[config.mk]
export PLATFORM = sky130hd
export DESIGN_NAME = cpu_boot_ctrl_flat
export DESIGN_NICKNAME = d
export VERILOG_FILES = /design/src/rtl/cpu_pkg.sv /design/src/rtl/cpu_boot_ctrl_if.sv /design/src/rtl/boot_down_counter.sv /design/src/rtl/cpu_boot_ctrl.sv /design/src/flat_wrapper.sv
export SDC_FILE = /design/constraint.sdc
export NUM_CORES = 1
export LEC_CHECK = 0
export ABC_AREA = 1
export BUFFER_PORTS_ARGS = -buffer_cell sky130_fd_sc_hd__buf_4
export CAP_MARGIN = 0
export CORE_MARGIN = 4
export CORE_UTILIZATION = 48
export CTS_BUF_LIST = sky130_fd_sc_hd__clkbuf_4 sky130_fd_sc_hd__clkbuf_8
export CTS_CLUSTER_DIAMETER = 100
export DETAILED_ROUTE_END_ITERATION = 12
export GPL_ROUTABILITY_DRIVEN = 1
export PLACE_DENSITY = 0.8
export SYNTH_ARGS = -nofsm -noshare
export SYNTH_HDL_FRONTEND = slang
export SYNTH_SLANG_ARGS = --single-unit
export TNS_END_PERCENT = 1
[constraint.sdc]
create_clock -name clk -period 10.15 [get_ports clk]
set_input_delay 1.015 -clock clk [delete_from_list [all_inputs] [get_ports clk]]
set_output_delay 1.015 -clock clk [all_outputs]
set_load 0.05 [all_outputs]
[src/rtl/cpu_pkg.sv]
// Shared definitions for the cpu boot/run controller.
// Covers the FSM state encodings, bus widths and ext-port byte address steps.
package cpu_pkg;

   localparam int unsigned ADDR_W  = 64;
   localparam int unsigned IWORD_W = 32;
   localparam int unsigned DWORD_W = 64;

   localparam int unsigned IMEM_BYTE_STEP  = 4;
   localparam int unsigned DMEM_BYTE_STEP  = 8;
   localparam int unsigned IMEM_ADDR_SHIFT = $clog2(IMEM_BYTE_STEP);
   localparam int unsigned DMEM_ADDR_SHIFT = $clog2(DMEM_BYTE_STEP);

   localparam int unsigned ST_W = 3;
   typedef logic [ST_W-1:0] state_t;

   localparam state_t ST_IDLE     = 3'd0;
   localparam state_t ST_LOAD     = 3'd1;
   localparam state_t ST_RUN      = 3'd2;
   localparam state_t ST_DUMP_RD  = 3'd3;
   localparam state_t ST_DUMP_WT  = 3'd4;
   localparam state_t ST_DUMP_OUT = 3'd5;
   localparam state_t ST_DONE     = 3'd6;

endpackage

[src/rtl/cpu_boot_ctrl_if.sv]
// Control, program-load, cpu ext-port and dump-stream signals of the boot controller.
// The master side is the controller; the slave side is the surrounding system.
interface cpu_boot_ctrl_if
   import cpu_pkg::*;
#(
   parameter int unsigned CNT_W = 32
);
   logic               start;
   logic [CNT_W-1:0]   run_cycles;
   logic               busy;
   logic               done;
   logic               load_err;

   logic               load_valid;
   logic               load_ready;
   logic [IWORD_W-1:0] load_data;
   logic               load_last;

   logic [ADDR_W-1:0]  imem_addr;
   logic               imem_wen;
   logic               imem_ren;
   logic [IWORD_W-1:0] imem_wdata;
   logic               cpu_enable;
   logic [ADDR_W-1:0]  dmem_addr;
   logic               dmem_ren;
   logic               dmem_wen;
   logic [DWORD_W-1:0] dmem_rdata;

   logic               dump_valid;
   logic               dump_ready;
   logic [DWORD_W-1:0] dump_data;
   logic               dump_last;

   modport master (
      input  start, run_cycles, load_valid, load_data, load_last, dmem_rdata, dump_ready,
      output busy, done, load_err, load_ready, imem_addr, imem_wen, imem_ren, imem_wdata,
             cpu_enable, dmem_addr, dmem_ren, dmem_wen, dump_valid, dump_data, dump_last
   );

   modport slave (
      output start, run_cycles, load_valid, load_data, load_last, dmem_rdata, dump_ready,
      input  busy, done, load_err, load_ready, imem_addr, imem_wen, imem_ren, imem_wdata,
             cpu_enable, dmem_addr, dmem_ren, dmem_wen, dump_valid, dump_data, dump_last
   );

endinterface

[src/rtl/boot_down_counter.sv]
// Loadable down-counter with a zero flag; times how long the cpu stays enabled.
module boot_down_counter #(
   parameter int unsigned CNT_W = 32
) (
   input  logic             clk,
   input  logic             arst,
   input  logic             load,
   input  logic [CNT_W-1:0] load_val,
   input  logic             dec,
   output logic             is_zero_c
);

   logic [CNT_W-1:0] cnt_q;

   // Saturates at zero so a stray decrement can never wrap.
   always_ff @(posedge clk or posedge arst) begin
      if (arst) begin
         cnt_q <= '0;
      end else if (load) begin
         cnt_q <= load_val;
      end else if (dec && (cnt_q != '0)) begin
         cnt_q <= cnt_q - CNT_W'(1);
      end
   end

   assign is_zero_c = (cnt_q == '0);

endmodule

[src/rtl/cpu_boot_ctrl.sv]
// Boot/run controller: streams a program into cpu imem, runs the cpu for a set
// number of cycles, then dumps the first DUMP_WORDS of dmem as a valid/ready stream.
module cpu_boot_ctrl
   import cpu_pkg::*;
#(
   parameter int unsigned IMEM_DEPTH = 128,
   parameter int unsigned DUMP_WORDS = 16,
   parameter int unsigned CNT_W      = 32
) (
   input  logic            clk,
   input  logic            arst,
   cpu_boot_ctrl_if.master bus
);

   localparam int unsigned IDX_W  = $clog2(IMEM_DEPTH) + 1;
   localparam int unsigned DIDX_W = $clog2(DUMP_WORDS) + 1;

   state_t              state_q, state_d;
   logic [IDX_W-1:0]    idx_q, idx_d;
   logic [DIDX_W-1:0]   didx_q, didx_d;
   logic                load_ready_q, load_ready_d;
   logic [ADDR_W-1:0]   imem_addr_q, imem_addr_d;
   logic                imem_wen_q, imem_wen_d;
   logic [IWORD_W-1:0]  imem_wdata_q, imem_wdata_d;
   logic                cpu_enable_q, cpu_enable_d;
   logic [ADDR_W-1:0]   dmem_addr_q, dmem_addr_d;
   logic                dmem_ren_q, dmem_ren_d;
   logic                dump_valid_q, dump_valid_d;
   logic [DWORD_W-1:0]  dump_data_q, dump_data_d;
   logic                dump_last_q, dump_last_d;
   logic                busy_q, busy_d;
   logic                done_q, done_d;
   logic                load_err_q, load_err_d;

   logic                cnt_load, cnt_dec, cnt_zero;
   logic                load_hs, dump_hs;

   boot_down_counter #(.CNT_W(CNT_W)) u_run_cnt (
      .clk       (clk),
      .arst      (arst),
      .load      (cnt_load),
      .load_val  (bus.run_cycles),
      .dec       (cnt_dec),
      .is_zero_c (cnt_zero)
   );

   always_ff @(posedge clk or posedge arst) begin
      if (arst) begin
         state_q <= ST_IDLE;
      end else begin
         state_q <= state_d;
      end
   end

   always_comb begin
      state_d      = state_q;
      idx_d        = idx_q;
      didx_d       = didx_q;
      imem_addr_d  = imem_addr_q;
      imem_wen_d   = 1'b0;
      imem_wdata_d = imem_wdata_q;
      cpu_enable_d = 1'b0;
      dmem_addr_d  = dmem_addr_q;
      dump_data_d  = dump_data_q;
      load_err_d   = load_err_q;
      cnt_load     = 1'b0;
      cnt_dec      = 1'b0;
      load_hs      = bus.load_valid && load_ready_q;
      dump_hs      = bus.dump_ready && dump_valid_q;

      case (state_q)
         ST_IDLE, ST_DONE: begin
            if (bus.start) begin
               state_d    = ST_LOAD;
               idx_d      = '0;
               didx_d     = '0;
               load_err_d = 1'b0;
               cnt_load   = 1'b1;
            end
         end
         ST_LOAD: begin
            if (load_hs) begin
               imem_wen_d   = 1'b1;
               imem_addr_d  = ADDR_W'(idx_q) << IMEM_ADDR_SHIFT;
               imem_wdata_d = bus.load_data;
               idx_d        = idx_q + IDX_W'(1);
               // A zero run length skips RUN so the cpu is never enabled.
               if (bus.load_last) begin
                  state_d = cnt_zero ? ST_DUMP_RD : ST_RUN;
               end else if (idx_q == IDX_W'(IMEM_DEPTH - 1)) begin
                  load_err_d = 1'b1;
                  state_d    = ST_DONE;
               end
            end
         end
         ST_RUN: begin
            // First RUN cycle carries the final imem write, so enable starts one cycle later.
            if (!cnt_zero) begin
               cnt_dec      = 1'b1;
               cpu_enable_d = 1'b1;
            end else begin
               state_d = ST_DUMP_RD;
            end
         end
         ST_DUMP_RD: begin
            state_d = ST_DUMP_WT;
         end
         ST_DUMP_WT: begin
            dump_data_d = bus.dmem_rdata;
            state_d     = ST_DUMP_OUT;
         end
         ST_DUMP_OUT: begin
            if (dump_hs) begin
               if (didx_q == DIDX_W'(DUMP_WORDS - 1)) begin
                  state_d = ST_DONE;
               end else begin
                  didx_d  = didx_q + DIDX_W'(1);
                  state_d = ST_DUMP_RD;
               end
            end
         end
         default: begin
            state_d = ST_IDLE;
         end
      endcase

      // State-decoded outputs are registered from the next state so they align with it.
      if (state_d == ST_DUMP_RD) begin
         dmem_addr_d = ADDR_W'(didx_d) << DMEM_ADDR_SHIFT;
      end
      load_ready_d = (state_d == ST_LOAD);
      dmem_ren_d   = (state_d == ST_DUMP_RD);
      dump_valid_d = (state_d == ST_DUMP_OUT);
      dump_last_d  = (state_d == ST_DUMP_OUT) && (didx_d == DIDX_W'(DUMP_WORDS - 1));
      busy_d       = (state_d == ST_LOAD) || (state_d == ST_RUN) || (state_d == ST_DUMP_RD) ||
                     (state_d == ST_DUMP_WT) || (state_d == ST_DUMP_OUT);
      done_d       = (state_d == ST_DONE);
   end

   always_ff @(posedge clk or posedge arst) begin
      if (arst) begin
         idx_q        <= '0;
         didx_q       <= '0;
         load_ready_q <= 1'b0;
         imem_addr_q  <= '0;
         imem_wen_q   <= 1'b0;
         imem_wdata_q <= '0;
         cpu_enable_q <= 1'b0;
         dmem_addr_q  <= '0;
         dmem_ren_q   <= 1'b0;
         dump_valid_q <= 1'b0;
         dump_data_q  <= '0;
         dump_last_q  <= 1'b0;
         busy_q       <= 1'b0;
         done_q       <= 1'b0;
         load_err_q   <= 1'b0;
      end else begin
         idx_q        <= idx_d;
         didx_q       <= didx_d;
         load_ready_q <= load_ready_d;
         imem_addr_q  <= imem_addr_d;
         imem_wen_q   <= imem_wen_d;
         imem_wdata_q <= imem_wdata_d;
         cpu_enable_q <= cpu_enable_d;
         dmem_addr_q  <= dmem_addr_d;
         dmem_ren_q   <= dmem_ren_d;
         dump_valid_q <= dump_valid_d;
         dump_data_q  <= dump_data_d;
         dump_last_q  <= dump_last_d;
         busy_q       <= busy_d;
         done_q       <= done_d;
         load_err_q   <= load_err_d;
      end
   end

   assign bus.load_ready = load_ready_q;
   assign bus.imem_addr  = imem_addr_q;
   assign bus.imem_wen   = imem_wen_q;
   assign bus.imem_ren   = 1'b0;
   assign bus.imem_wdata = imem_wdata_q;
   assign bus.cpu_enable = cpu_enable_q;
   assign bus.dmem_addr  = dmem_addr_q;
   assign bus.dmem_ren   = dmem_ren_q;
   assign bus.dmem_wen   = 1'b0;
   assign bus.dump_valid = dump_valid_q;
   assign bus.dump_data  = dump_data_q;
   assign bus.dump_last  = dump_last_q;
   assign bus.busy       = busy_q;
   assign bus.done       = done_q;
   assign bus.load_err   = load_err_q;

endmodule
[src/flat_wrapper.sv]
// flat-port wrapper written by rule: the top's interface ports become plain ports
module cpu_boot_ctrl_flat import cpu_pkg::*;
#(
   parameter int unsigned IMEM_DEPTH = 128,
   parameter int unsigned DUMP_WORDS = 16,
   parameter int unsigned CNT_W      = 32
)
  (clk, arst, bus_start, bus_run_cycles, bus_load_valid, bus_load_data, bus_load_last, bus_dmem_rdata, bus_dump_ready, bus_busy, bus_done, bus_load_err, bus_load_ready, bus_imem_addr, bus_imem_wen, bus_imem_ren, bus_imem_wdata, bus_cpu_enable, bus_dmem_addr, bus_dmem_ren, bus_dmem_wen, bus_dump_valid, bus_dump_data, bus_dump_last);
  cpu_boot_ctrl_if #(.CNT_W(CNT_W)) bus_i ();
  input  logic clk;
  input  logic arst;
  input wire logic [$bits(bus_i.start)-1:0] bus_start;
  input wire logic [$bits(bus_i.run_cycles)-1:0] bus_run_cycles;
  input wire logic [$bits(bus_i.load_valid)-1:0] bus_load_valid;
  input wire logic [$bits(bus_i.load_data)-1:0] bus_load_data;
  input wire logic [$bits(bus_i.load_last)-1:0] bus_load_last;
  input wire logic [$bits(bus_i.dmem_rdata)-1:0] bus_dmem_rdata;
  input wire logic [$bits(bus_i.dump_ready)-1:0] bus_dump_ready;
  output wire logic [$bits(bus_i.busy)-1:0] bus_busy;
  output wire logic [$bits(bus_i.done)-1:0] bus_done;
  output wire logic [$bits(bus_i.load_err)-1:0] bus_load_err;
  output wire logic [$bits(bus_i.load_ready)-1:0] bus_load_ready;
  output wire logic [$bits(bus_i.imem_addr)-1:0] bus_imem_addr;
  output wire logic [$bits(bus_i.imem_wen)-1:0] bus_imem_wen;
  output wire logic [$bits(bus_i.imem_ren)-1:0] bus_imem_ren;
  output wire logic [$bits(bus_i.imem_wdata)-1:0] bus_imem_wdata;
  output wire logic [$bits(bus_i.cpu_enable)-1:0] bus_cpu_enable;
  output wire logic [$bits(bus_i.dmem_addr)-1:0] bus_dmem_addr;
  output wire logic [$bits(bus_i.dmem_ren)-1:0] bus_dmem_ren;
  output wire logic [$bits(bus_i.dmem_wen)-1:0] bus_dmem_wen;
  output wire logic [$bits(bus_i.dump_valid)-1:0] bus_dump_valid;
  output wire logic [$bits(bus_i.dump_data)-1:0] bus_dump_data;
  output wire logic [$bits(bus_i.dump_last)-1:0] bus_dump_last;
  assign bus_i.start = bus_start;
  assign bus_i.run_cycles = bus_run_cycles;
  assign bus_i.load_valid = bus_load_valid;
  assign bus_i.load_data = bus_load_data;
  assign bus_i.load_last = bus_load_last;
  assign bus_i.dmem_rdata = bus_dmem_rdata;
  assign bus_i.dump_ready = bus_dump_ready;
  assign bus_busy = bus_i.busy;
  assign bus_done = bus_i.done;
  assign bus_load_err = bus_i.load_err;
  assign bus_load_ready = bus_i.load_ready;
  assign bus_imem_addr = bus_i.imem_addr;
  assign bus_imem_wen = bus_i.imem_wen;
  assign bus_imem_ren = bus_i.imem_ren;
  assign bus_imem_wdata = bus_i.imem_wdata;
  assign bus_cpu_enable = bus_i.cpu_enable;
  assign bus_dmem_addr = bus_i.dmem_addr;
  assign bus_dmem_ren = bus_i.dmem_ren;
  assign bus_dmem_wen = bus_i.dmem_wen;
  assign bus_dump_valid = bus_i.dump_valid;
  assign bus_dump_data = bus_i.dump_data;
  assign bus_dump_last = bus_i.dump_last;
  cpu_boot_ctrl #(.IMEM_DEPTH(IMEM_DEPTH), .DUMP_WORDS(DUMP_WORDS), .CNT_W(CNT_W)) u_core (.clk(clk), .arst(arst), .bus(bus_i));
endmodule
* Word-level counts from Yosys, hierarchy flattened
Cells that the tools add are included.
** Storage, ports and cells
- Bits in registers :: 166
- Latch bits :: 0
- Bits in writable memories :: 0
- Memory bits (read-only) :: 0
- Input port bits :: 134
- Output and inout port bits :: 235
- Logic and storage cells :: 85
- Memories :: 0
** Operators by class
- $add $sub $neg :: 3
- Multipliers :: 0
- Divide/modulo/power cells :: 0
- Order comparisons :: 0
- Equal/unequal tests :: 19
- Shifts and indexed selects :: 0
- Mux-type cells :: 29
- Bitwise operators :: 0
- Reductions and logical operators :: 17
** Operators with widths (count)
- $mux 32 :: 2
- $logic_not 32->1 :: 1
- $reduce_bool 32->1 :: 1
- $sub 32x1->32 const B :: 1
- $mux 3 :: 7
- $eq 3x3->1 const B :: 6
- $pmux 3 s6 :: 1
- $mux 8 :: 2
- $pmux 8 s2 :: 1
- $mux 5 :: 3
- $eq 3x2->1 const B :: 4
- $mux 1 :: 11
- $eq 5x4->1 const B :: 2
- $pmux 5 s2 :: 1
- $add 8x1->8 const B :: 1
- $eq 8x7->1 const B :: 1
- $eq 3x1->1 const B :: 2
- $add 5x1->5 const B :: 1
- $reduce_and 5->1 :: 1
- $logic_and 1x1->1 :: 4
- $logic_or 1x1->1 :: 4
- $ne 2x1->1 const B :: 2
- $ne 2x2->1 const B :: 2
- $reduce_bool 2->1 :: 2
- 5 further kinds :: 5

* Depth between registers and ports, before layout
Gate-level depths: netlist of the first run.
- Depth after elaboration :: 10
- Depth in mapped cells :: 12
- Gate-level depth less buffers :: 12

* By module
From an unflattened synthesis of the first run, not the netlist that was laid out.
** Unflattened totals
- Cells, all modules :: 1033
- Area total of the unflattened synthesis :: 8832.2 um^2
** By module, submodules not included
- cpu_boot_ctrl :: times used 1, cells each 617, area each 6312.3 um^2, seq. area each 3353.2 um^2
- boot_down_counter :: times used 1, cells each 416, area each 2519.9 um^2, seq. area each 800.8 um^2

* Worst setup path before layout of the first run
OpenSTA, ideal clock, no wires.
- Path type :: input to register
- From :: input port bus_start
- To :: register u_core.u_run_cnt.cnt_q[6]
- Library setup time :: 129 ps
- Arrival :: 1902 ps
- Data required time :: 10021 ps
- Setup slack :: 8119 ps
- Stages :: 7
- Path buffers :: 2
- Cell sequence :: inv_1 > nor2_1 > nand3_4 > buf_2 > buf_2 > o21ai_0 > a22oi_1
** On the way
- Longest elaborated chain between the ends :: 3
- Elaborated cells on any way between the ends :: 4
- Those cells by class :: 3 x mux; 1 x reduce/logical
** Ends and longest elaborated chain
- start, declared :: line flat_wrapper.sv:12 : input wire logic [$bits(bus_i.start)-1:0] bus_start;
- $mux 1 (*) :: line cpu_boot_ctrl.sv:73 : if (bus.start) begin
- $mux 1 (*) :: line cpu_boot_ctrl.sv:71 : case (state_q)
- $mux 32 / $reduce_bool 2->1 (equally long branches)
- end signal, assigned :: line boot_down_counter.sv:20 : cnt_q <= load_val;
- end signal, assigned :: line boot_down_counter.sv:22 : cnt_q <= cnt_q - CNT_W'(1);
- end, declared :: line boot_down_counter.sv:13 : logic [CNT_W-1:0] cnt_q;
Every way passes the cells marked *; elsewhere a longest branch is shown, timed or not.
A chain may end at the register's enable or synchronous reset.

* Worst setup path after layout of the first run
- From :: input port bus_start
- To :: register u_core.u_run_cnt.cnt_q[30]
The elaborated chain is that of the path after synthesis.

==> impl_metrics.json, run 1 <==
{
  "status": "finished clean",
  "cts_setup_buffers": 0,
  "final-setup-viol-count": 0,
  "dpl.cell_count": 1469,
  "rsz0062_at_grt": "false",
  "via_per_inst": 4.73,
  "synthCells": 1014,
  "hold_buffers": 0,
  "drc": 0,
  "dieArea_sq_um": 20500,
  "cts_buffer_depth": 2,
  "netlist_top_cells_area": "dfrtp_1, nand2_1, buf_4, mux2_2, nor2_1",
  "timing.final.crit_share_pct": 25.2,
  "fin_cells": 1501,
  "skew_ns": 0.0158,
  "critPathMaxStageDelay_ns": 0.64,
  "crit_start": "bus_start",
  "synth-edff-count": 0,
  "cts_tree": "yes",
  "drtPass1Iterations": 5,
  "hold_start": "u_core.bus.imem_wdata[16]",
  "worst_hold_slack_ns": 0.485,
  "htreeDepth": 4,
  "r2r_start": "u_core.state_q[2]",
  "relSlewSlack_pct": 32.7,
  "areaGrowthSynthToFinish_pct": 22.8,
  "max_freq_ghz": 0.391,
  "fin_crit_ns": 2.56,
  "ant_nets": 0,
  "die_x_microns": 143,
  "track_usage_pct": 21.6,
  "die_h_microns": 143,
  "drive_above_1_share_pct": 30.3,
  "synth_area_leader_cell": "dfrtp_1",
  "cts_sinks": 166,
  "path_delay_family": "simple AND/OR/NAND/NOR gates",
  "worstPathMaxFanout": 62,
  "synth_seq_cells": 166,
  "n_fill_cell": 1581,
  "core-area_sq_um": 18000,
  "cts_buffers": 17,
  "port_buffers": 251,
  "crit_arrival_ns": 2.96,
  "num_vias": 7098,
  "clk_latency_ns": 0.47,
  "std_cell_rows": 49,
  "worstSetupStartpointType": "primary input",
  "grt_max_degree": 110,
  "grt_pass1_vias": 6958,
  "path_cells": "buf_4 -> inv_1 -> nor2_1 -> nand3_4 -> inv_2 -> nor2_8 -> nor2_1 -> nand2_1 -> nand2_1",
  "cts.repair.resized": 0,
  "ys_top_cells_by_count": "nand2_1, dfrtp_1, buf_4",
  "start_util_pct": 48.9,
  "end_kind": "flip-flop",
  "cp_num_buf_inv": 3,
  "hpwlAfterDp_microns": 17500,
  "worst_slew_pin_slew_ns": 1.01,
  "ios": 369,
  "synth_ff_type": "dfrtp_1",
  "cp_slowest_cell": "inv_2",
  "hp-class": "reg2reg",
  "grt_pass1_wl_microns": 35000,
  "fin_setup_tns_ns": 0,
  "peakVddDrop_uv": 288,
  "netlist_area_sq_um": 8780,
  "drt_wl_total_microns": 23000,
  "post-place-ws_ns": 7.13,
  "nNetsFinal": 1396,
  "wl_per_cell_microns": 15.4,
  "synth_area_per_cell_sq_um": 8.66,
  "antenna_found_initial": 1,
  "leakagePower_nw": 5.71,
  "place.gp.congestion": 0.878,
  "drtIter0Drc": 528,
  "hold_viol_final": 0,
  "maxCapViolCount": 0,
  "setup_ws_ns": 7.59,
  "synth_seq_area_share_pct": 47.3,
  "synth_top_area_share_pct": 47.3,
  "synthArstFlopShare_pct": 100,
  "ys_warn_count": 0,
  "ys_types": 41,
  "synth.most_common_cell": "nand2_1",
  "worstSetupPathType": "in2reg",
  "root_buffer": "clkbuf_8",
  "grt-ovfl-total": 0,
  "report.final.slew_viol_count": 0,
  "powerDensity_nw_per_um2": 341,
  "path_clk_slew_ns": 0.09,
  "n_antenna_cell": 0,
  "crit_required_ns": 10.56
}
## metal layers
metal	GRT usage (%)	part of all wire, %	up-vias
met4	6.94	2.1	2
met1	27.4	40	3333
met5	0	0.052	-
li1	-	-	3464
met3	5.59	8.2	34
met2	36.3	49	265
## worst paths after layout
path,slack [ns],cells after the start,to
hold reg to reg,0.48,2,u_core.bus.imem_wdata[16]
setup reg to reg,7.75,8,u_core.u_run_cnt.cnt_q[30]
min in group asynchronous,0.73,2,u_core.bus.dump_data[0]
max in group asynchronous,8.02,3,u_core.bus.imem_wdata[10]
setup / recovery,7.59,9,u_core.u_run_cnt.cnt_q[30]
hold / removal,0.48,2,u_core.bus.imem_wdata[16]
## report_power, final
group	switching, mW	leakage [nW]	total (mW)	internal (mW)
clock	0.282	0.196	0.492	0.209
combinational	1.44	3.45	2.06	0.618
sequential	0.190	2.06	1.13	0.936
## worst reg2reg max path, delay by kind of cell (launching register included)
| kind | cells | cell delay, ns |
|---|---|---|
| simple gates | 6 | 1.08 |
| buf+inv | 2 | 0.75 |
| flops | 1 | 0.51 |
## cell usage in the layout (no fill, tap or decap), types with 2 or more instances in the layout
| cell type | n |
|---|---|
| nor2_4 | 5 |
| conb_1 | 117 |
| inv_6 | 4 |
| a31oi_1 | 3 |
| nor2_8 | 2 |
| mux2_2 | 64 |
| xor2_1 | 6 |
| o21ai_0 | 23 |
| nor2_2 | 3 |
| a22oi_1 | 2 |
| o211ai_1 | 2 |
| inv_8 | 5 |
| ha_1 | 3 |
| clkinvlp_4 | 3 |
| o21ai_1 | 16 |
| nand4_1 | 11 |
| nand3_1 | 56 |
| nand2_4 | 3 |
| or2_2 | 2 |
| dfrtp_1 | 166 |
| a21oi_1 | 8 |
| nand2_2 | 9 |
| o21a_1 | 2 |
| nand3b_1 | 2 |
| inv_2 | 4 |
| nor3_1 | 3 |
| nor2_1 | 97 |
| or2_0 | 4 |
| buf_4 | 255 |
| inv_1 | 60 |
| nand2_1 | 301 |
| clkbuf_8 | 17 |
## registers in the layout, indices dropped and copies added, names as in the netlist
signal                  cells
u_core.didx_q               5
u_core.bus.dmem_ren         1
u_core.u_run_cnt.cnt_q     32
u_core.bus.load_err         1
u_core.idx_q                8
u_core.bus.cpu_enable       1
u_core.bus.imem_wdata      32
u_core.state_q              3
u_core.bus.imem_wen         1
u_core.bus.dump_valid       1
u_core.bus.busy             1
u_core.bus.imem_addr        8
u_core.bus.load_ready       1
u_core.bus.dmem_addr        5
u_core.bus.dump_data       64
u_core.bus.dump_last        1
u_core.bus.done             1
## through the flow
stage	total power [mW]	instance area (sq um)	util [%]
final	3.67	10800	60.0
after global routing	3.88	10800	60.0
after CTS	3.69	10800	60.0
after detailed placement	3.20	10400	57.8
after global placement	3.16	10400	57.8
after floorplan	2.65	9210	-
## cell families after synthesis
logic type | share of synthesized area, %
fa+ha+maj | 0.428
buf+inv | 14.7
compound gates | 3.71
flops | 47.3
mux | 8.21
simple gates | 24.8
other cells | 0.0427
xor+xnor | 0.699
## cell type report
type	instances	area [sq um]	area share, %
inverter	65	249	2.31
tap	229	287	2.66
clock inverter	14	160	1.49
clock buffer	18	241	2.24
sequential	166	4150	38.5
multi-input combinational	754	3770	35.0
timing repair buffer	255	1910	17.8
Power figures use the tool's default switching activity.
==> inputs of run 2 (changes only) <==
--- a/config.mk
+++ b/config.mk
@@ -9,12 +9,12 @@
 export BUFFER_PORTS_ARGS = -buffer_cell sky130_fd_sc_hd__buf_4
 export CAP_MARGIN = 0
 export CORE_MARGIN = 4
-export CORE_UTILIZATION = 48
+export CORE_UTILIZATION = 45
 export CTS_BUF_LIST = sky130_fd_sc_hd__clkbuf_4 sky130_fd_sc_hd__clkbuf_8
 export CTS_CLUSTER_DIAMETER = 100
 export DETAILED_ROUTE_END_ITERATION = 12
 export GPL_ROUTABILITY_DRIVEN = 1
-export PLACE_DENSITY = 0.8
+export PLACE_DENSITY = 0.79
 export SYNTH_ARGS = -nofsm -noshare
 export SYNTH_HDL_FRONTEND = slang
 export SYNTH_SLANG_ARGS = --single-unit
==> constraint.sdc (replaced) <==
create_clock -name clk -period 2.25 [get_ports clk]
set_input_delay 0.225 -clock clk [delete_from_list [all_inputs] [get_ports clk]]
set_output_delay 0.225 -clock clk [all_outputs]
set_load 0.05 [all_outputs]
==> run 2 against run 1 <==
  * Die area increased by 6.3%
  * Global-route usage increased by 2.9 points
  * Count of clock-buffer cells in the layout unchanged
==> impl_metrics.json, run 2 (same netlist as run 1, synthesis figures left out) <==
{
  "status": "finished clean",
  "worst_slew_pin_slew_ns": 0.664,
  "skew_ns": 0.0212,
  "layout_common_cells": "nand2_1, buf_4, dfrtp_1",
  "crit_arrival_ns": 2.33,
  "relSlewSlack_pct": 55.7,
  "dpl.cell_count": 1507,
  "power_frac_seq_pct": 30.2,
  "start_util_pct": 46.3,
  "num_vias": 7792,
  "die_h_microns": 148,
  "hpwlAfterDp_microns": 18000,
  "dieArea_sq_um": 21800,
  "drive_above_1_share_pct": 28.5,
  "track_usage_pct": 24.5,
  "ios": 369,
  "final_common_cell": "nand2_1",
  "grt-ovfl-total": 0,
  "p_comb_share_pct": 56.9,
  "hold_end": "u_core.bus.dump_data[4]",
  "intPower_mw": 8.04,
  "grt_pass1_wl_microns": 42000,
  "drtIter0Drc": 383,
  "fin_total_pwr_mw": 17.1,
  "drc": 0,
  "antenna_found_initial": 3,
  "end_kind": "flip-flop",
  "max_freq_ghz": 0.506,
  "grt_max_degree": 65,
  "cts_buffer_depth": 2,
  "clkPwrFrac_pct": 12.9,
  "ant_nets": 0,
  "areaGrowthSynthToFinish_pct": 35.3,
  "root_buffer": "clkbuf_8",
  "fin_cells": 1635,
  "cts_tree": "yes",
  "nNetsFinal": 1498,
  "path_clk_slew_ns": 0.11,
  "timing.final.crit_share_pct": 87.8,
  "std_cell_rows": 50,
  "final-setup-viol-count": 0,
  "drtPass1Iterations": 5,
  "largest_reg_flops": 64,
  "hold_start": "bus_dmem_rdata[4]",
  "via_per_inst": 4.77,
  "p_switching_mw": 9.03,
  "place.gp.congestion": 0.925,
  "wl_per_cell_microns": 16.7,
  "htreeDepth": 4,
  "fin_crit_ns": 1.97,
  "maxCapViolCount": 0,
  "grt_pass1_vias": 7940,
  "drt_wl_total_microns": 27300,
  "r2r-end": "u_core.bus.dmem_addr[7]",
  "cts_buffers": 17,
  "r2r_start": "u_core.u_run_cnt.cnt_q[0]",
  "powerDensity_nw_per_um2": 1440,
  "fin_util_pct": 62.7,
  "peakVddDrop_uv": 914,
  "report.final.slew_viol_count": 0,
  "cts_sinks": 166,
  "rr_worst_depth": 11,
  "die_x_microns": 148,
  "hold_viol_final": 0,
  "clk_latency_ns": 0.48,
  "worstSetupStartpointType": "flip-flop",
  "min_path_cells": 2,
  "port_buffers": 251,
  "hp-class": "in2reg",
  "netSwitchingFraction_pct": 52.9,
  "worst_hold_slack_ns": 0.0371,
  "worstSetupPathType": "reg2reg",
  "core-area_sq_um": 19000,
  "crit_required_ns": 2.60,
  "leakagePower_nw": 6.16,
  "worstPathMaxFanout": 9,
  "rsz0062_at_grt": "false",
  "ff2ff_setup_slack_ns": 0.28
}
-- run 2: worst max-delay path, stage by stage (launching register included) --
cell     delay (ns)
dfrtp_1        0.39
inv_1          0.09
ha_1           0.30
nand2_4        0.11
nor2_8         0.19
nand2_2        0.08
nor2_1         0.13
nand4_1        0.12
nand2_2        0.18
nand2_2        0.12
nand2_1        0.08
nand2_1        0.07
-- run 2: metal layers --
metal / up-vias / share of wire, % / GRT usage [%]
met5: - / 0.077 / 0
met4: 4 / 4.0 / 11.2
met3: 74 / 7.2 / 6.62
met2: 360 / 52 / 42.9
met1: 3687 / 37 / 27.9
li1: 3667 / - / -
-- run 2: worst max-delay path by stage --
stage                                   start                          to  slack (ns)
floorplan                                arst             u_core.bus.busy       -0.09
global placement    u_core.u_run_cnt.cnt_q[0]  u_core.u_run_cnt.cnt_q[25]        0.42
detailed placement  u_core.u_run_cnt.cnt_q[0]  u_core.u_run_cnt.cnt_q[29]        0.32
CTS                 u_core.u_run_cnt.cnt_q[0]  u_core.u_run_cnt.cnt_q[29]        0.29
global route        u_core.u_run_cnt.cnt_q[0]     u_core.bus.dmem_addr[6]        0.04
finish              u_core.u_run_cnt.cnt_q[0]     u_core.bus.dmem_addr[7]        0.28
-- run 2: what timing repair did --
item | CTS | global route
setup endpoints to repair | 0 | 0
hold buffers | 95 | 0
gates resized for setup | 0 | 0
endpoints found under the hold margin | 118 | 0
buffers inserted | 0 | 0
-- run 2: layout make-up --
type / count / area [sq um]
fillers: 1479 / 7080
well taps: 260 / 325
clock inverters: 14 / 154
inverters: 65 / 248
multi-input cells: 754 / 3770
repair buffers: 357 / 2980
clock buffers: 18 / 241
diodes: 1 / 2.50
flip-flops and latches: 166 / 4150
-- run 2: per-stage QoR --
step                      setup TNS (ns)  worst slack [ns]  cell area (sq um)
final                                  0             0.275              11900
after global routing                   0            0.0393              11900
after CTS                              0             0.291              11900
after detailed placement               0             0.319              10500
after global placement                 0             0.421              10500
after floorplan                   -14.57           -0.0878               9220
-- run 2: power groups by stage --
| stage | sequential (mW) | clock (mW) | combinational (mW) |
|---|---|---|---|
| after CTS | 5.05 | 2.19 | 9.62 |
| after floorplan | 8.23 | 0 | 3.73 |
| after detailed placement | 5.09 | 0 | 9.46 |
| after global routing | 5.29 | 2.35 | 10.3 |
| final | 5.16 | 2.21 | 9.71 |
| after global placement | 5.05 | 0 | 9.31 |
==> inputs of run 3 (changes only) <==
--- a/config.mk
+++ b/config.mk
@@ -17,5 +17,6 @@
 export PLACE_DENSITY = 0.79
 export SYNTH_ARGS = -nofsm -noshare
 export SYNTH_HDL_FRONTEND = slang
+export SYNTH_HIERARCHICAL = 1
 export SYNTH_SLANG_ARGS = --single-unit
 export TNS_END_PERCENT = 1
==> run 3 against run 2 <==
  * Register-to-register slack lost 0.13 ns
  * Sequential power is essentially flat
  * Critical path depth is 2 higher
  * Worst setup slack got worse by 0.13 ns
  * Largest cell class unchanged
  * Design area up 2.6%
  * Maximum frequency decreased by 6.2%
  * First-iteration DRC count increased by 17%
  * Synthesized area up 0.63%
  * Utilization up 1.4 points
  * Combinational power increased by 10%
==> impl_metrics.json, run 3 <==
{
  "status": "finished clean",
  "final_common_cell": "nand2_1",
  "root_buffer": "clkbuf_8",
  "n_fill_cell": 1528,
  "dieArea_sq_um": 21900,
  "synth.most_common_cell": "nand2_1",
  "fin_total_pwr_mw": 18.0,
  "track_usage_pct": 24.6,
  "power_frac_seq_pct": 28.7,
  "fin_crit_ns": 2.11,
  "cts_tree": "yes",
  "cts_sinks": 166,
  "grt_max_degree": 67,
  "r2r_start": "u_core/u_run_cnt/cnt_q[22]",
  "synth_top_area_share_pct": 47.0,
  "report.final.slew_viol_count": 0,
  "hpwlAfterDp_microns": 18300,
  "synth_ff_type": "dfrtp_1",
  "wl_per_cell_microns": 16.7,
  "ant_nets": 0,
  "worstPathMaxFanout": 6,
  "cts_buffers": 17,
  "synth-edff-count": 0,
  "num_vias": 8008,
  "antenna_found_initial": 4,
  "worstSetupPathType": "reg2reg",
  "synth_area_leader_cell": "dfrtp_1",
  "drive_above_1_share_pct": 30.5,
  "rsz0062_at_grt": "false",
  "final_cell_area_sq_um": 12200,
  "drtIter0Drc": 450,
  "htreeDepth": 4,
  "netSwitchingFraction_pct": 53.1,
  "cts_buffer_depth": 2,
  "grt_pass1_vias": 7954,
  "start_util_pct": 46.4,
  "netlist_top_cells_area": "dfrtp_1, nand2_1, buf_4, mux2_2, nand3_1",
  "layout_common_cells": "nand2_1, buf_4, dfrtp_1",
  "peakVddDrop_uv": 627,
  "maxCapViolCount": 0,
  "via_per_inst": 4.76,
  "fin_cells": 1684,
  "ys_types": 35,
  "min_path_cells": 2,
  "fin_setup_tns_ns": 0,
  "synth_area_per_cell_sq_um": 8.55,
  "intPower_mw": 8.41,
  "areaGrowthSynthToFinish_pct": 38.0,
  "placed_area_sq_um": 10700,
  "std_cell_rows": 50,
  "path_clk_slew_ns": 0.10,
  "final-setup-viol-count": 0,
  "rr_worst_depth": 13,
  "max_freq_ghz": 0.475,
  "nNetsFinal": 1544,
  "timing.final.crit_share_pct": 93.6,
  "place.gp.congestion": 0.933,
  "drc": 0,
  "leakagePower_nw": 6.35,
  "clkPwrFrac_pct": 11.9,
  "die_h_microns": 148,
  "synthArstFlopShare_pct": 100,
  "drt_wl_total_microns": 28100,
  "grt_pass1_wl_microns": 42800,
  "ys_warn_count": 6,
  "ff2ff_setup_slack_ns": 0.14,
  "hold_start": "bus_dmem_rdata[50]",
  "clk_latency_ns": 0.46,
  "drtPass1Iterations": 5,
  "skew_ns": 0.0262,
  "crit_arrival_ns": 2.44,
  "core-area_sq_um": 19000,
  "die_x_microns": 148,
  "synthCells": 1033,
  "powerDensity_nw_per_um2": 1470,
  "p_comb_share_pct": 59.4,
  "worstSetupStartpointType": "flip-flop",
  "crit_required_ns": 2.58,
  "dpl.cell_count": 1539,
  "hp-class": "in2reg",
  "synth_seq_area_share_pct": 47.0,
  "netlist_area_sq_um": 8830,
  "grt-ovfl-total": 0,
  "fin_util_pct": 64.1,
  "p_switching_mw": 9.54,
  "hold_viol_final": 0,
  "r2r-end": "u_core/bus.dmem_addr[7]",
  "synth_seq_cells": 166,
  "ios": 369,
  "ys_top_cells_by_count": "nand2_1, dfrtp_1, buf_4",
  "end_kind": "flip-flop",
  "hold_end": "u_core/bus.dump_data[50]",
  "largest_reg_flops": 64,
  "port_buffers": 251
}
[run 3: cells by family (layout without fill, tap and decap cells)]
family	Yosys count	count (layout)	share of synthesized area (%)
simple gates	526	527	25.2
buf+inv	214	484	14.8
flops	166	166	47.0
mux	64	64	8.16
compound gates	47	47	3.07
xor+xnor	12	12	1.19
fa+ha+maj	3	3	0.425
other cells	1	121	0.0425
[run 3: how the worst max path moves through the flow]
stage                               start                          to  slack [ns]  cells after the start
2_1_floorplan   u_core/u_run_cnt/cnt_q[0]  u_core/u_run_cnt/cnt_q[23]        0.18                     12
3_3_place_gp    u_core/u_run_cnt/cnt_q[0]     u_core/bus.dmem_addr[7]        0.18                     14
3_5_place_dp    u_core/u_run_cnt/cnt_q[0]     u_core/bus.dmem_addr[7]        0.09                     14
4_1_cts         u_core/u_run_cnt/cnt_q[0]     u_core/bus.dmem_addr[7]        0.03                     14
5_1_grt        u_core/u_run_cnt/cnt_q[23]     u_core/bus.dmem_addr[4]       0.009                     13
6_report       u_core/u_run_cnt/cnt_q[22]     u_core/bus.dmem_addr[7]        0.14                     13
[run 3: through the flow]
step | hold WS (ns) | setup WS [ns]
after floorplan | 0.341 | 0.178
after global placement | 0.279 | 0.180
after detailed placement | 0.279 | 0.0873
after CTS | 0.00110 | 0.0274
after global routing | 0.000690 | 0.00928
final | 0.0371 | 0.144
[run 3: cell type report]
type / instances / area (sq um) / area share (%)
clock inverters: 15 / 163 / 1.33
flip-flops and latches: 166 / 4160 / 34.1
repair buffers: 381 / 3170 / 26.0
well taps: 260 / 325 / 2.67
inverters: 71 / 273 / 2.24
diodes: 4 / 10.0 / 0.0821
clock buffers: 17 / 234 / 1.92
multi-input cells: 770 / 3860 / 31.6
[run 3: worst max-delay path, cell delays in order (launching register included)]
cell	delay [ns]
dfrtp_1	0.44
nor2_1	0.21
nand2_1	0.07
nor2_1	0.21
nand3_2	0.13
nor3_4	0.22
buf_4	0.14
nand4_1	0.11
nand3_2	0.10
a21oi_2	0.06
nand2_4	0.11
nand2_4	0.07
nand2_1	0.06
nand2_1	0.05
[run 3: what timing repair did]
item	4_1_cts	5_1_grt
endpoints found under the setup margin	0	37
hold buffers	99	0
buffers inserted	0	9
gates resized for setup	0	16
endpoints found under the hold margin	142	0
[run 3: power groups by stage]
stage	sequential (mW)	combinational (mW)	clock, mW
final	5.16	10.7	2.13
after global routing	5.30	11.3	2.31
after CTS	5.01	10.3	2.18
after detailed placement	5.07	10.1	0
after global placement	5.02	9.95	0
after floorplan	8.31	4.10	0
[run 3: per-layer routing]
layer | global-route usage (%) | wire [microns] | part of all wire (%) | up-vias
met2 | 43.4 | 14400 | 51 | 371
met4 | 12.0 | 1290 | 4.6 | 0
met3 | 6.25 | 2280 | 8.1 | 90
met1 | 27.9 | 10200 | 36 | 3749
li1 | - | - | - | 3798
met5 | 0 | 0 | 0 | -
